$ cat config.mk
export PLATFORM = sky130hd
export DESIGN_NAME = pcm_frame_packer
export DESIGN_NICKNAME = d
export VERILOG_FILES = /design/src/rtl/pcm_frame_packer.sv
export SDC_FILE = /design/constraint.sdc
export NUM_CORES = 1
export LEC_CHECK = 0
export ABC_AREA = 0
export CORE_ASPECT_RATIO = 0.6
export CORE_MARGIN = 4
export CORE_UTILIZATION = 46
export DETAILED_ROUTE_END_ITERATION = 12
export GPL_ROUTABILITY_DRIVEN = 0
export PLACE_DENSITY = 0.81
export SLEW_MARGIN = 15
export SYNTH_ARGS = -nofsm -noshare
export SYNTH_HDL_FRONTEND = slang
export SYNTH_SLANG_ARGS = --single-unit
export TNS_END_PERCENT = 20
$ cat constraint.sdc
create_clock -name clk -period 2.9 [get_ports clk]
set_clock_uncertainty 0.1 [all_clocks]
set_input_delay 0.29 -clock clk [delete_from_list [all_inputs] [get_ports clk]]
set_output_delay 0.29 -clock clk [all_outputs]
set_load 0.02 [all_outputs]
$ cat src/rtl/pcm_frame_packer.sv
// Frames the per-mic PCM FIFO heads into sync, seq, samples and checksum bytes for the SPI slave.
// One byte is loaded per data_needed rising edge, on the edge that detects it; ssel edges restart or abort the frame.
module pcm_frame_packer #(
  parameter int         NUM_MICS   = 9,
  parameter int         BIT_WIDTH  = 8,
  parameter logic [7:0] FRAME_SYNC = 8'hA5
) (
  input  logic                          clk,
  input  logic                          rst_n,
  input  logic                          ssel,
  input  logic                          data_needed,
  input  logic [NUM_MICS-1:0]           fifo_rdempty,
  input  logic [NUM_MICS*BIT_WIDTH-1:0] fifo_q,
  output logic [NUM_MICS-1:0]           fifo_rdreq,
  output logic [7:0]                    data_to_send,
  output logic [NUM_MICS-1:0]           underrun,
  output logic                          frame_done
);

  localparam int BPS = (BIT_WIDTH <= 8) ? 1 : 2;
  localparam int SW  = 8 * BPS;
  localparam int MW  = (NUM_MICS > 1) ? $clog2(NUM_MICS) : 1;
  localparam logic [MW-1:0] LAST_MIC  = MW'(NUM_MICS - 1);
  localparam logic          LAST_BIDX = 1'(BPS - 1);

  // ST_SYNC is the slot after the checksum: its edge re-sends FRAME_SYNC.
  typedef enum logic [2:0] {
    ST_IDLE,
    ST_SEQ,
    ST_DATA,
    ST_CHK,
    ST_SYNC
  } state_t;

  state_t              state_q, state_d;
  logic [MW-1:0]       mic_q, mic_d;
  logic                bidx_q, bidx_d;
  logic [SW-1:0]       snap_q, snap_d;
  logic                snap_vld_q, snap_vld_d;
  logic [7:0]          csum_q, csum_d;
  logic [7:0]          seq_q, seq_d;
  logic [7:0]          dout_q, dout_d;
  logic [NUM_MICS-1:0] rdreq_q, rdreq_d;
  logic [NUM_MICS-1:0] underrun_q, underrun_d;
  logic                done_q, done_d;

  logic ssel_s1_q, ssel_s2_q, ssel_s3_q;
  logic dn_q;
  logic sync_fall, sync_rise, dn_edge;

  logic [SW-1:0] head_ext;
  logic [SW-1:0] cur_snap;
  logic          head_empty;
  logic          cur_vld;
  logic [7:0]    out_byte;

  always_ff @(posedge clk or negedge rst_n) begin
    if (!rst_n) begin
      ssel_s1_q <= 1'b1;
      ssel_s2_q <= 1'b1;
      ssel_s3_q <= 1'b1;
      dn_q      <= 1'b0;
    end else begin
      ssel_s1_q <= ssel;
      ssel_s2_q <= ssel_s1_q;
      ssel_s3_q <= ssel_s2_q;
      dn_q      <= data_needed;
    end
  end

  assign sync_fall = ssel_s3_q & ~ssel_s2_q;
  assign sync_rise = ~ssel_s3_q & ssel_s2_q;
  assign dn_edge   = data_needed & ~dn_q;

  always_comb begin
    state_d    = state_q;
    mic_d      = mic_q;
    bidx_d     = bidx_q;
    snap_d     = snap_q;
    snap_vld_d = snap_vld_q;
    csum_d     = csum_q;
    seq_d      = seq_q;
    dout_d     = dout_q;
    underrun_d = underrun_q;
    rdreq_d    = '0;
    done_d     = 1'b0;

    head_ext = '0;
    head_ext[BIT_WIDTH-1:0] = fifo_q[int'(mic_q)*BIT_WIDTH +: BIT_WIDTH];
    head_empty = fifo_rdempty[mic_q];

    // First byte of a sample comes straight from the FIFO head; later bytes from the snapshot.
    if (bidx_q == 1'b0) begin
      cur_snap = head_empty ? '0 : head_ext;
      cur_vld  = ~head_empty;
    end else begin
      cur_snap = snap_q;
      cur_vld  = snap_vld_q;
    end
    out_byte = 8'(cur_snap >> (8 * (BPS - 1 - int'(bidx_q))));

    if (sync_fall) begin
      dout_d     = FRAME_SYNC;
      csum_d     = 8'h00;
      underrun_d = '0;
      state_d    = ST_SEQ;
    end else if (sync_rise) begin
      state_d = ST_IDLE;
    end else if (dn_edge) begin
      case (state_q)
        ST_SEQ: begin
          dout_d  = seq_q;
          csum_d  = seq_q;
          mic_d   = '0;
          bidx_d  = 1'b0;
          state_d = ST_DATA;
        end
        ST_DATA: begin
          if (bidx_q == 1'b0) begin
            snap_d     = cur_snap;
            snap_vld_d = cur_vld;
            if (head_empty) underrun_d[mic_q] = 1'b1;
          end
          dout_d = out_byte;
          csum_d = csum_q ^ out_byte;
          if (bidx_q == LAST_BIDX) begin
            if (cur_vld) rdreq_d[mic_q] = 1'b1;
            bidx_d = 1'b0;
            if (mic_q == LAST_MIC) state_d = ST_CHK;
            else                   mic_d   = mic_q + 1'b1;
          end else begin
            bidx_d = bidx_q + 1'b1;
          end
        end
        ST_CHK: begin
          dout_d  = csum_q;
          done_d  = 1'b1;
          seq_d   = seq_q + 8'h01;
          state_d = ST_SYNC;
        end
        ST_SYNC: begin
          dout_d     = FRAME_SYNC;
          csum_d     = 8'h00;
          underrun_d = '0;
          state_d    = ST_SEQ;
        end
        default: begin
          state_d = state_q;
        end
      endcase
    end
  end

  always_ff @(posedge clk or negedge rst_n) begin
    if (!rst_n) begin
      state_q    <= ST_IDLE;
      mic_q      <= '0;
      bidx_q     <= 1'b0;
      snap_q     <= '0;
      snap_vld_q <= 1'b0;
      csum_q     <= 8'h00;
      seq_q      <= 8'h00;
      dout_q     <= 8'h00;
      rdreq_q    <= '0;
      underrun_q <= '0;
      done_q     <= 1'b0;
    end else begin
      state_q    <= state_d;
      mic_q      <= mic_d;
      bidx_q     <= bidx_d;
      snap_q     <= snap_d;
      snap_vld_q <= snap_vld_d;
      csum_q     <= csum_d;
      seq_q      <= seq_d;
      dout_q     <= dout_d;
      rdreq_q    <= rdreq_d;
      underrun_q <= underrun_d;
      done_q     <= done_d;
    end
  end

  assign data_to_send = dout_q;
  assign fifo_rdreq   = rdreq_q;
  assign underrun     = underrun_q;
  assign frame_done   = done_q;

endmodule

==> results_dict.tcl <==
set metrics [dict create \
    numCtsBuffers 5 \
    drive_gt1_share_pct 8.61 \
    setup_tns_ns 0 \
    ir_worst_vdd_uv 427 \
    row_count 23 \
    synth_fa_ha_area_share_pct 2.65 \
    portBuffers 111 \
    muxShareOfSynthArea_pct 8.87 \
    avgRoutedWirePerCell_microns 18.8 \
    yosysMostFrequentCell "dfrtp_1" \
    ctsHoldBuffers 1 \
    fin_nets 544 \
    cts_sinks 54 \
    top_usage_layer "met2" \
    dr.pass1.iters 5 \
    totalWireLength_microns 10200 \
    use_met3_pct 5.85 \
    diodes 0 \
    hpwlAfterDp_microns 7980 \
    synth_area_leaders "dfrtp_1, mux2i_1, a22o_1" \
    max_freq_ghz 0.387 \
    slew_viol_final 0 \
    cts_tree "yes" \
    overflow 0 \
    critPathMaxFanout 15 \
    synth.avg_cell_area_sq_um 9.62 \
    crit_path_end_kind "register" \
    post_cts_resized 0 \
    arrival_ns 2.68 \
    die_w_microns 117 \
    yosys-top-cells-count "dfrtp_1, nor2_1, o21ai_0" \
    synth_top_family_by_area "compound AO/OA/AOI/OAI gates" \
    drt_iter0_markers 330 \
    p_per_area_nw_per_um2 707 \
    pre_cts_ws_ns 0.365 \
    antenna_found_initial 0 \
    viasPerCell 5.83 \
    cts_setup_buffers 0 \
    synth_edf_count 0 \
    finish.utilization_pct 68.9 \
    static-leakage-power_nw 2.02 \
    final-hold-violation-count 0 \
    ys_warn_count 0 \
    yosysSeqAreaShare_pct 41.1 \
    drv_cap 0 \
    io-pin-count 112 \
    yosys.area.top_type "dfrtp_1" \
    worst_pin_slew_ns 0.633 \
    clkTransAtPathRegs_ns 0.07 \
    grt_max_degree 31 \
    start_kind "register" \
    die_h_microns 73.6 \
    syn_nets 435 \
    hold_path_class "reg2reg" \
    setup_slack_ns 0.316 \
    start_util_pct 48.4 \
    grt_usage_pct 23.6 \
    yosys.area_share.simple_pct 16.0 \
    ant_nets 0 \
    synth_ff_type "dfrtp_1" \
    synthesis.area_sq_um 3300 \
    clockRootBuffer "clkbuf_16" \
    core_sq_um 6820 \
    use_met2_pct 37.2 \
    synth_xor_area_share_pct 2.92 \
    status "finished, final reports clean" \
    htree_levels 2 \
    syn_inst 343 \
    synth_compound_area_share_pct 24.9 \
    min_period_over_period_pct 89.1 \
    synth_top_area_share_pct 38.7 \
    clock_latency_ns 0.29 \
    worst_ep_required_time_ns 3.00 \
    dieArea_sq_um 8640 \
    max_slew_margin_pct 57.4 \
    rsz0062_at_grt "false" \
    grt_pass1_vias 3062 \
    whs_ns 0.257 \
    async_flop_share_pct 100 \
    path_class "reg2reg" \
    drcViolationCount 0 \
    setup_viol 0 \
    synth_cell_type_count 55 \
    area_delta_synth_final_pct 42.3 \
    max-clock-path-buffers 2 \
    ys_seq_elements 54 \
    vias 3146 \
    grt_pass1_wl_microns 16500 \
    use_met1_pct 34.5 \
    finalCriticalPeriod_ns 2.58 \
]
-- stage by stage --
stage	cells	cell area [sq um]	total power, mW
after global placement	531	4510	2.58
after floorplan	343	3300	2.05
after global routing	540	4700	3.52
after detailed placement	531	4510	2.62
after CTS	540	4700	3.31
final	540	4700	3.32
-- layout make-up --
cell class                      count  area [sq um]
Multi-Input combinational cell    261          1830
Timing Repair Buffer              122          1200
Clock inverter                      3          47.5
Clock buffer                        5           125
Sequential cell                    54          1360
Tap cell                           87           109
Inverter                            8          30.0
Fill cell                         532          2120
-- routing by layer --
layer	up-vias	wire length [microns]
li1	1494	-
met4	0	29
met5	-	0
met1	1514	4730
met2	134	4420
met3	4	968
-- worst paths after layout --
check	cells after the start	startpoint	slack (ns)	to
min	0	ssel_s1_q	0.26	ssel_s2_q
min in group asynchronous	2	rst_n	0.44	data_to_send[4]
max reg2reg	8	mic_q[0]	0.32	state_q[1]
max	8	mic_q[0]	0.32	state_q[1]
max in group asynchronous	3	rst_n	1.62	ssel_s2_q
min reg2reg	0	ssel_s1_q	0.26	ssel_s2_q
-- critical path: stages, from the launching register on --
cell and delay (ns):
dfrtp_2 0.52, inv_1 0.19, ha_1 0.29, and3b_1 0.27, a21oi_1 0.09, o21a_1 0.18, o21ai_0 0.45, o21ai_0 0.18
a22oi_1 0.23
-- report_power, final --
part	leakage [nW]	internal (mW)	switching, mW
clock	0.0844	0.412	0.271
combinational	1.23	0.699	0.867
sequential	0.709	0.896	0.175
-- cells by family after synthesis --
logic type / Yosys count
compound gates: 116
simple gates: 99
flops: 54
xor+xnor: 11
buf+inv: 28
fa+ha+maj: 7
mux: 28
-- registers in the layout (all words and copies together) (netlist names), 3 cells and up --
signal	cells
state_q	3
fifo_rdreq	9
data_to_send	8
seq_q	8
underrun	9
mic_q	4
csum_q	8
-- layout by cell type, fill, tap and decap left out, drive strengths merged, types with 6 or more instances in the layout --
cell,Yosys,layout
and2,8,8
clkdlybuf4s50,0,110
nor2,29,29
dfrtp,51,51
a21oi,17,17
nand2,19,19
xor2,6,6
buf,12,11
a22o,17,17
ha,7,7
o2bb2ai,6,6
mux2,10,10
mux2i,18,18
o21ai,28,28
inv,8,9
a22oi,7,7
a221oi,8,8
o22ai,6,6
nand2b,16,16
Note: power is estimated with default switching activity, not from simulation.
